## config.mk

```make
export PLATFORM = sky130hd
export DESIGN_NAME = ksa_operand_feeder
export DESIGN_NICKNAME = d
export VERILOG_FILES = /design/src/rtl/ksa_operand_feeder.sv
export SDC_FILE = /design/constraint.sdc
export NUM_CORES = 1
export LEC_CHECK = 0
export BUFFER_PORTS_ARGS = -buffer_cell sky130_fd_sc_hd__buf_2
export CELL_PAD_IN_SITES_DETAIL_PLACEMENT = 0
export CELL_PAD_IN_SITES_GLOBAL_PLACEMENT = 1
export CORE_MARGIN = 2
export CORE_UTILIZATION = 34
export CTS_CLUSTER_SIZE = 28
export DETAILED_ROUTE_END_ITERATION = 7
export PLACE_DENSITY = 0.83
export SLEW_MARGIN = 15
export SYNTH_ARGS = -nofsm -noshare
export SYNTH_HDL_FRONTEND = slang
export SYNTH_SLANG_ARGS = --single-unit
```

## constraint.sdc

```tcl
create_clock -name clk_i -period 2.2 [get_ports clk_i]
set_input_delay 0.33 -clock clk_i [delete_from_list [all_inputs] [get_ports clk_i]]
set_output_delay 0.33 -clock clk_i [all_outputs]
set_load 0.005 [all_outputs]
```

## src/rtl/ksa_operand_feeder.sv

```systemverilog
// Operand assembly and result capture around the registered Kogge-Stone adder.
// Builds a/b/c from a narrow word stream, waits out the adder latency, holds the sum.
module ksa_operand_feeder #(
  parameter int unsigned BITS     = 64,
  parameter int unsigned WORD     = 16,
  parameter int unsigned PIPE_LAT = 2
) (
  input  logic            clk_i,
  input  logic            rst_i,
  input  logic            in_valid_i,
  output logic            in_ready_o,
  input  logic [WORD-1:0] in_data_i,
  input  logic            in_carry_i,
  output logic [BITS-1:0] op_a_o,
  output logic [BITS-1:0] op_b_o,
  output logic            op_c_o,
  input  logic [BITS:0]   sum_in_i,
  output logic            res_valid_o,
  input  logic            res_ready_i,
  output logic [BITS:0]   res_sum_o,
  output logic            busy_o
);

  localparam int unsigned NW     = BITS / WORD;
  localparam int unsigned WCNT_W = (NW > 1) ? $clog2(NW) : 1;
  localparam int unsigned LCNT_W = (PIPE_LAT > 0) ? $clog2(PIPE_LAT + 1) : 1;

  typedef enum logic [1:0] {
    ST_LOAD_A = 2'd0,
    ST_LOAD_B = 2'd1,
    ST_WAIT   = 2'd2,
    ST_HOLD   = 2'd3
  } state_e;

  state_e              state_q,   state_d;
  logic [WCNT_W-1:0]   wcnt_q,    wcnt_d;
  logic [LCNT_W-1:0]   lcnt_q,    lcnt_d;
  logic [BITS-1:0]     op_a_q,    op_a_d;
  logic [BITS-1:0]     op_b_q,    op_b_d;
  logic                op_c_q,    op_c_d;
  logic [BITS:0]       res_sum_q, res_sum_d;
  logic                res_valid_q, res_valid_d;

  logic accept;
  logic last_word;

  // State and datapath registers
  always_ff @(posedge clk_i) begin
    if (rst_i) begin
      state_q     <= ST_LOAD_A;
      wcnt_q      <= '0;
      lcnt_q      <= '0;
      op_a_q      <= '0;
      op_b_q      <= '0;
      op_c_q      <= 1'b0;
      res_sum_q   <= '0;
      res_valid_q <= 1'b0;
    end else begin
      state_q     <= state_d;
      wcnt_q      <= wcnt_d;
      lcnt_q      <= lcnt_d;
      op_a_q      <= op_a_d;
      op_b_q      <= op_b_d;
      op_c_q      <= op_c_d;
      res_sum_q   <= res_sum_d;
      res_valid_q <= res_valid_d;
    end
  end

  // Next-state, word steering and handshake decode
  always_comb begin
    state_d     = state_q;
    wcnt_d      = wcnt_q;
    lcnt_d      = lcnt_q;
    op_a_d      = op_a_q;
    op_b_d      = op_b_q;
    op_c_d      = op_c_q;
    res_sum_d   = res_sum_q;
    res_valid_d = res_valid_q;
    in_ready_o  = 1'b0;
    busy_o      = 1'b0;
    accept      = 1'b0;
    last_word   = (wcnt_q == WCNT_W'(NW - 1));

    unique case (state_q)
      ST_LOAD_A: begin
        in_ready_o = !rst_i;
        accept     = in_valid_i && in_ready_o;
        if (accept) begin
          for (int k = 0; k < NW; k++) begin
            if (wcnt_q == WCNT_W'(k)) op_a_d[k*WORD +: WORD] = in_data_i;
          end
          if (last_word) begin
            wcnt_d  = '0;
            state_d = ST_LOAD_B;
          end else begin
            wcnt_d = wcnt_q + WCNT_W'(1);
          end
        end
      end
      ST_LOAD_B: begin
        in_ready_o = !rst_i;
        accept     = in_valid_i && in_ready_o;
        if (accept) begin
          for (int k = 0; k < NW; k++) begin
            if (wcnt_q == WCNT_W'(k)) op_b_d[k*WORD +: WORD] = in_data_i;
          end
          if (last_word) begin
            // Carry-in is only meaningful alongside the final b word
            wcnt_d  = '0;
            op_c_d  = in_carry_i;
            lcnt_d  = '0;
            state_d = ST_WAIT;
          end else begin
            wcnt_d = wcnt_q + WCNT_W'(1);
          end
        end
      end
      ST_WAIT: begin
        busy_o = 1'b1;
        if (lcnt_q == LCNT_W'(PIPE_LAT)) begin
          res_sum_d   = sum_in_i;
          res_valid_d = 1'b1;
          state_d     = ST_HOLD;
        end else begin
          lcnt_d = lcnt_q + LCNT_W'(1);
        end
      end
      ST_HOLD: begin
        busy_o = 1'b1;
        if (res_ready_i) begin
          res_valid_d = 1'b0;
          state_d     = ST_LOAD_A;
        end
      end
      default: state_d = ST_LOAD_A;
    endcase
  end

  assign op_a_o      = op_a_q;
  assign op_b_o      = op_b_q;
  assign op_c_o      = op_c_q;
  assign res_sum_o   = res_sum_q;
  assign res_valid_o = res_valid_q;

endmodule

```

==> results of run 1 <==
==> where the power goes <==
group | total (mW) | switching (mW) | internal (mW)
Sequential | 3.80 | 0.0594 | 3.74
Combinational | 0.831 | 0.519 | 0.312
Clock | 3.71 | 1.54 | 2.18
==> cell type report <==
| cell class | count | area share [%] |
|---|---|---|
| diodes | 1 | 0.0260 |
| well taps | 275 | 3.57 |
| repair buffers | 302 | 16.5 |
| clock buffers | 35 | 7.17 |
| multi-input cells | 644 | 30.1 |
| flip-flops and latches | 201 | 41.8 |
| clock inverters | 6 | 0.507 |
| inverters | 9 | 0.351 |
==> cell usage in the layout, fill, tap and decap left out, drive strengths merged, types with 2 or more instances in the layout <==
master    n
clkinv    4
dfxtp   201
buf     302
nand3     8
inv      11
o21ai     3
ha       11
nor2      6
clkbuf   35
and3      9
nand4     2
nand2   393
nor2b     2
mux2      2
a21oi   197
==> cells in the mapped netlist (2+ instances only) <==
cell type  count
clkbuf_1      24
buf_1          4
buf_4         25
nand4_1        2
mux2_2         2
nor2_1         6
a21oi_1      197
nand2_1      393
ha_1          11
inv_1          9
dfxtp_1      201
buf_6          3
buf_2         27
and3_1         9
nand3_1        7
o21ai_0        3
==> worst max-delay path, cell delays in order, from the launching register on <==
cell	delay (ps)
dfxtp_1	410
inv_1	110
ha_2	250
or2_2	310
buf_2	140
==> final timing paths <==
check / startpoint / endpoint / slack (ps) / cells after the start
setup / recovery: state_q[0] / busy_o / 150 / 4
setup reg to reg: state_q[1] / state_q[0] / 600 / 6
hold / removal: sum_in_i[49] / res_sum_o[49] / 50 / 3
hold reg to reg: res_sum_o[63] / res_sum_o[63] / 450 / 2
==> kinds of logic after synthesis <==
family | Yosys count
AND/OR/NAND/NOR | 423
adder cells (fa/ha/maj) | 11
AO/OA/AOI/OAI | 208
buffers and inverters | 92
multiplexers | 2
flip-flops | 201
==> state kept, by name, summed over array words and instances (netlist names) <==
signal / flops
res_valid_o: 1
state_q: 2
op_b_o: 64
lcnt_q: 2
op_c_o: 1
wcnt_q: 2
res_sum_o: 65
op_a_o: 64
==> per-layer routing <==
metal | vias up | global-route usage, %
li1 | 3499 | -
met1 | 3170 | 25.2
met2 | 215 | 31.0
met3 | 36 | 4.04
met4 | 0 | 5.46
met5 | - | 0
==> per-stage QoR <==
step	cell area (um^2)	power, mW	hold WS (ps)
after floorplan	7400	4.40	453
after global routing	9630	8.71	35.1
final	9630	8.35	47.6
after CTS	9620	8.47	25.2
after global placement	8880	4.70	439
after detailed placement	8880	4.71	443
==> results.toml, run 1 <==
[clock_network]
hold_buffers = 0
cts_tree = "built"
cts_root_buf = "clkbuf_16"
clkLatencyLatePin_ps = 520
cts_buffers = 23
cts_setup_buffers = 0
path_clk_slew_ps = 60
cts.htree.levels = 1
cts_resized = 0
cts_sinks = 201
cts_buffer_depth = 3

[detailed_routing]
drt_iter0_drc = 382
vias = 6920
met2_length_mm = 11.2
top_layer_used = "met4"
wl_met3_mm = 1.69
dr.pass1.iters = 4
drtAntennaViolNets = 0
wl_per_cell_um = 15.8
met1Wirelength_mm = 9.91
via_per_inst = 4.70
drt_wl_total_mm = 23.2
drc_errors = 0

[logic_synthesis]
synthAdderAreaFrac_pct = 1.86
ys_ff_latch = 201
netlist.area_leader.share_pct = 54.3
synth_compound_area_share_pct = 14.5
synth_nets = 1034
synthXorXnorAreaFrac_pct = 0
synth_edf_count = 0
ys_types = 30
seq_area_frac_synth_pct = 54.3
yosys.area_share.simple_pct = 22.3
syn_avg_cell_area_um2 = 7.90
muxShareOfSynthArea_pct = 0.304
ys_top_cells_by_area = "dfxtp_1 54%, nand2_1 20%, a21oi_1 13%"
synthFlopType = "dfxtp_1"
synth_top_family_by_area = "simple AND/OR/NAND/NOR gates"
synthCells = 937
yosysWarnings = 0
synth_top_cell_by_area = "dfxtp_1"
async_flop_share_pct = 0
synth_area_um2 = 7400

[cells_and_area]
final_nets = 1278
areaGrowthSynthToFinish_pct = 30.1
drive_above_1_share_pct = 29.2
multi_input_area_um2 = 2900
regArea_um2 = 4020
stdcell_count = 1473
fill_cells = 2212
final_core_util_pct = 45.4

[placement]
port_buffers = 282
place_hpwl_mm = 15.7
pre_cts_ws_ps = 524
gp_congestion = 0.758
dp.cells = 1431

[timing]
final-hold-violation-count = 0
rsz0062_at_grt = "no"
period_share_pct = 93.4
setup_viol = 0
fmax_ghz = 0.487
setup_slack_ps = 146
min_period_ps = 2050
setup_tns_ps = 0
drv_slew = 0
finClkSkew_ps = 26.0
relSlewSlack_pct = 43.0
max_slew.worst_pin.slew_ps = 855

[worst_hold_path]
min_path_type = "in2reg"

[critical_path]
required_ps = 1870
arrival_ps = 1720
critPathMaxFanout = 9
criticalPathCategory = "reg2out"
worstSetupStartpointType = "flip-flop"
cp-end-kind = "output port"

[power]
pwr_density_cell_nw_per_um2 = 867
power_leakage_nw = 4.15
ir_drop_uv = 487

[floorplanning]
core_area_um2 = 21200
io_pins = 283
dieArea_um2 = 23000
die_w_um = 152
die_y_um = 152
start_util_pct = 34.9
num_rows = 53

[grt]
antenna_found_initial = 1
grt_pass1_vias = 6010
grt_usage_pct = 18.9
grt_first_pass_wirelength_mm = 34.0
grt_max_degree = 80
gr-total-overflow = 0

[status]
status = "finished, final reports clean"

[run]
max_cap_viol_count = 0
No activity file was read; power rests on OpenSTA's default activity.
==> run 2, diff against run 1 <==
--- a/config.mk
+++ b/config.mk
@@ -13,6 +13,7 @@
 export CTS_CLUSTER_SIZE = 28
 export DETAILED_ROUTE_END_ITERATION = 7
 export PLACE_DENSITY = 0.83
+export RECOVER_POWER = 25
 export SLEW_MARGIN = 15
 export SYNTH_ARGS = -nofsm -noshare
 export SYNTH_HDL_FRONTEND = slang
==> run 2 against run 1 <==
Worst setup slack gained 1.4 ps; critical path depth unchanged; final area down 0.90%; largest cell class unchanged.
==> results.toml, run 2 (same netlist as run 1, synthesis figures left out) <==
[grt]
gr-total-overflow = 0
grt_first_pass_wirelength_mm = 34.0
grt_max_degree = 80
antenna_found_initial = 1
grt_usage_pct = 18.9
grt_pass1_vias = 6010

[placement]
port_buffers = 282
place_hpwl_mm = 15.7
dpl_cell_area_um2 = 8880
pre_cts_ws_ps = 524
gp_congestion = 0.758

[detailed_routing]
dr.pass1.iters = 4
drt_iter0_drc = 379
wl_per_cell_um = 15.8
via_per_inst = 4.68
drtAntennaViolNets = 0
drt_wl_total_mm = 23.3
vias = 6898
drc_errors = 0

[floorplanning]
core_area_um2 = 21200
die_y_um = 152
dieArea_um2 = 23000
num_rows = 53
io_pins = 283
start_util_pct = 34.9
die_w_um = 152

[timing]
max_slew.worst_pin.slew_ps = 858
min_period_ps = 2050
final-hold-violation-count = 0
setup_slack_ps = 148
fmax_ghz = 0.487
setup_tns_ps = 0
relSlewSlack_pct = 42.8
rsz0062_at_grt = "no"
setup_viol = 0
finClkSkew_ps = 24.4
drv_slew = 0
period_share_pct = 93.3

[cells_and_area]
largest_register_ffs = 65
final_nets = 1278
fill_cells = 2246
mostFrequentLayoutCells = "392 x nand2_1, 212 x buf_2, 201 x dfxtp_1, 197 x a21oi_1, 74 x clkbuf_1"
areaGrowthSynthToFinish_pct = 28.9
regArea_um2 = 4020
final_common_cell = "nand2_1"
drive_above_1_share_pct = 23.5
stdcell_area_um2 = 9550
final_core_util_pct = 45.0
multi_input_area_um2 = 2900

[clock_network]
cts_root_buf = "clkbuf_16"
cts_sinks = 201
cts_tree = "built"
cts_buffer_depth = 3
path_clk_slew_ps = 60
clkLatencyLatePin_ps = 520
cts.htree.levels = 1
cts_buffers = 23

[worst_hold_path]
min_path_type = "in2reg"

[power]
ir_drop_uv = 484
power.total_mw = 8.34
power_leakage_nw = 3.85
pwr_density_cell_nw_per_um2 = 874

[critical_path]
worstSetupStartpointType = "flip-flop"
path_cells = "inv_1, ha_2, or2_2, buf_2"
cp-end-kind = "output port"
slowest_delay_ps = 410
criticalPathCategory = "reg2out"
critical_path.slowest_cell = "dfxtp_1"
arrival_ps = 1720
critPathMaxFanout = 9
required_ps = 1870

[status]
status = "finished, final reports clean"

[run]
max_cap_viol_count = 0
run 2: per-stage QoR:
stage | hold WS (ps) | cells
3_3_place_gp | 439 | 1431
2_1_floorplan | 453 | 937
5_1_grt | 35.1 | 1472
3_5_place_dp | 443 | 1431
6_report | 49.7 | 1473
4_1_cts | 25.2 | 1472
run 2: final cells by class:
| type | instances | share of cell area, % |
|---|---|---|
| flip-flops and latches | 201 | 42.1 |
| well taps | 275 | 3.60 |
| diodes | 1 | 0.0262 |
| repair buffers | 302 | 15.8 |
| multi-input cells | 644 | 30.3 |
| inverters | 9 | 0.354 |
| clock buffers | 35 | 7.23 |
| clock inverters | 6 | 0.511 |
run 2: worst paths after layout:
path / end / slack, ps / from / depth (start not counted)
setup / recovery: busy_o / 150 / state_q[0] / 4
hold / removal: res_sum_o[49] / 50 / sum_in_i[49] / 3
setup reg to reg: state_q[0] / 600 / state_q[1] / 6
hold reg to reg: res_sum_o[63] / 450 / res_sum_o[63] / 2
run 2: layer usage:
metal  part of all wire [%]  GRT usage (%)  vias up
met3                    6.9           4.04       41
met5                      0              0        -
met1                     43           25.2     3147
met4                    2.3           5.46        0
met2                     48           31.0      214
li1                       -              -     3496
run 2: timing repair:
item,in CTS,in global routing
endpoints found under the setup margin,0,2
gates resized for setup,0,3
setup buffers,0,0
hold buffers,0,0
run 2: where the power goes:
| group | switching (mW) | internal [mW] |
|---|---|---|
| logic | 0.519 | 0.306 |
| clock network | 1.54 | 2.18 |
| registers | 0.0603 | 3.74 |
run 2: worst max-delay path: cells and delay by family (launching register included):
family / cells / cell delay [ps]
AND/OR/NAND/NOR: 1 / 310
flip-flops: 1 / 410
buffers and inverters: 2 / 250
adder cells (fa/ha/maj): 1 / 250
==> run 3, diff against run 2 <==
--- a/config.mk
+++ b/config.mk
@@ -13,7 +13,7 @@
 export CTS_CLUSTER_SIZE = 28
 export DETAILED_ROUTE_END_ITERATION = 7
 export PLACE_DENSITY = 0.83
-export RECOVER_POWER = 25
+export RECOVER_POWER = 50
 export SLEW_MARGIN = 15
 export SYNTH_ARGS = -nofsm -noshare
 export SYNTH_HDL_FRONTEND = slang
==> run 3 against run 2 <==
Clock power barely moved; non-clock buffer count did not move; combinational power fell by 1%; routed wire length barely moved; first-iteration DRC count fell by 1.6%; critical path depth did not move; global-route usage did not move; fmax rose by 0.15%; sequential power barely moved; cell count did not move; count of clock-buffer cells in the layout did not move; total power barely moved; critical endpoint unchanged; highest routed layer unchanged.
==> results.toml, run 3 (same netlist as run 1, synthesis figures left out) <==
[detailed_routing]
drt_wl_total_mm = 23.3
drt_iter0_drc = 373
dr.pass1.iters = 5
via_per_inst = 4.68
drtAntennaViolNets = 0
wl_per_cell_um = 15.8
vias = 6895
drc_errors = 0

[timing]
drv_slew = 0
timing.hold.ws_ps = 48.1
period_share_pct = 93.2
rsz0062_at_grt = "no"
max_slew.worst_pin.slew_ps = 861
setup_slack_ps = 151
fmax_ghz = 0.488
finClkSkew_ps = 24.6
final-hold-violation-count = 0
setup_viol = 0
relSlewSlack_pct = 42.6
min_period_ps = 2050
setup_tns_ps = 0

[floorplanning]
die_y_um = 152
start_util_pct = 34.9
die_w_um = 152
io_pins = 283
dieArea_um2 = 23000
num_rows = 53
core_area_um2 = 21200

[clock_network]
cts_buffer_depth = 3
clkLatencyLatePin_ps = 520
cts_setup_buffers = 0
cts_buffers = 23
cts_tree = "built"
cts.htree.levels = 1
cts_root_buf = "clkbuf_16"
hold_buffers = 0
path_clk_slew_ps = 60
cts_resized = 0
cts_sinks = 201

[power]
p_int_mw = 6.22
ir_drop_uv = 484
seq_power_share_pct = 45.7
swShare_pct = 25.4
power.share.combinational_pct = 9.8
power_leakage_nw = 3.47
p_clk_share_pct = 44.6
pwr_density_cell_nw_per_um2 = 883
p_sw_mw = 2.12

[grt]
antenna_found_initial = 1
grt_max_degree = 80
grt_first_pass_wirelength_mm = 34.0
gr-total-overflow = 0
grt_pass1_vias = 6010
grt_usage_pct = 18.9

[critical_path]
worstSetupStartpointType = "flip-flop"
cp-end-kind = "output port"
critPathMaxFanout = 9
required_ps = 1870
rrSetupSlack_ps = 300
arrival_ps = 1720
criticalPathCategory = "reg2out"

[cells_and_area]
stdcell_area_um2 = 9440
final_core_util_pct = 44.5
final_nets = 1278
largest_register_ffs = 65
drive_above_1_share_pct = 16.3
mostFrequentLayoutCells = "392 x nand2_1, 201 x dfxtp_1, 197 x a21oi_1, 159 x clkbuf_1, 127 x buf_2"
final_common_cell = "nand2_1"
areaGrowthSynthToFinish_pct = 27.4

[worst_hold_path]
min_path_type = "in2reg"

[placement]
pre_cts_ws_ps = 524
port_buffers = 282
dpl_cell_area_um2 = 8880
place_hpwl_mm = 15.7
gp_congestion = 0.758

[status]
status = "finished, final reports clean"

[run]
max_cap_viol_count = 0
[run 3: worst paths after layout]
path | from | endpoint | cells past startpoint
worst max-delay path | state_q[0] | busy_o | 4
worst min-delay path | sum_in_i[49] | res_sum_o[49] | 3
worst max register to register | state_q[1] | op_a_o[33] | 6
worst min register to register | res_sum_o[63] | res_sum_o[63] | 2
[run 3: worst max-delay path, stage by stage (launching register included)]
cell,delay (ps)
dfxtp_1,410
inv_1,110
ha_2,250
or2_2,310
buf_2,140
[run 3: cell type report]
cell class	count	area (um^2)
Multi-Input combinational cell	644	2900
Fill cell	2281	11800
Clock inverter	6	48.8
Sequential cell	201	4020
Timing Repair Buffer	302	1400
Antenna cell	1	2.50
Clock buffer	35	691
Tap cell	275	344
Inverter	9	33.8
[run 3: metal layers]
layer	share of wire, %	track usage, %	vias up
met3	6.7	4.04	36
li1	-	-	3499
met5	0	0	-
met1	43	25.2	3153
met4	2.1	5.46	0
met2	48	31.0	207
[run 3: through the flow]
step / std cells / total power, mW
2_1_floorplan: 937 / 4.40
3_3_place_gp: 1431 / 4.70
3_5_place_dp: 1431 / 4.71
4_1_cts: 1472 / 8.47
5_1_grt: 1472 / 8.70
6_report: 1473 / 8.33
[run 3: power groups by stage]
stage	registers [mW]	clock network, mW	logic (mW)
floorplan	3.89	0	0.512
global placement	3.88	0	0.820
detailed placement	3.88	0	0.828
CTS	3.80	3.83	0.829
global route	3.82	3.97	0.910
finish	3.81	3.71	0.813
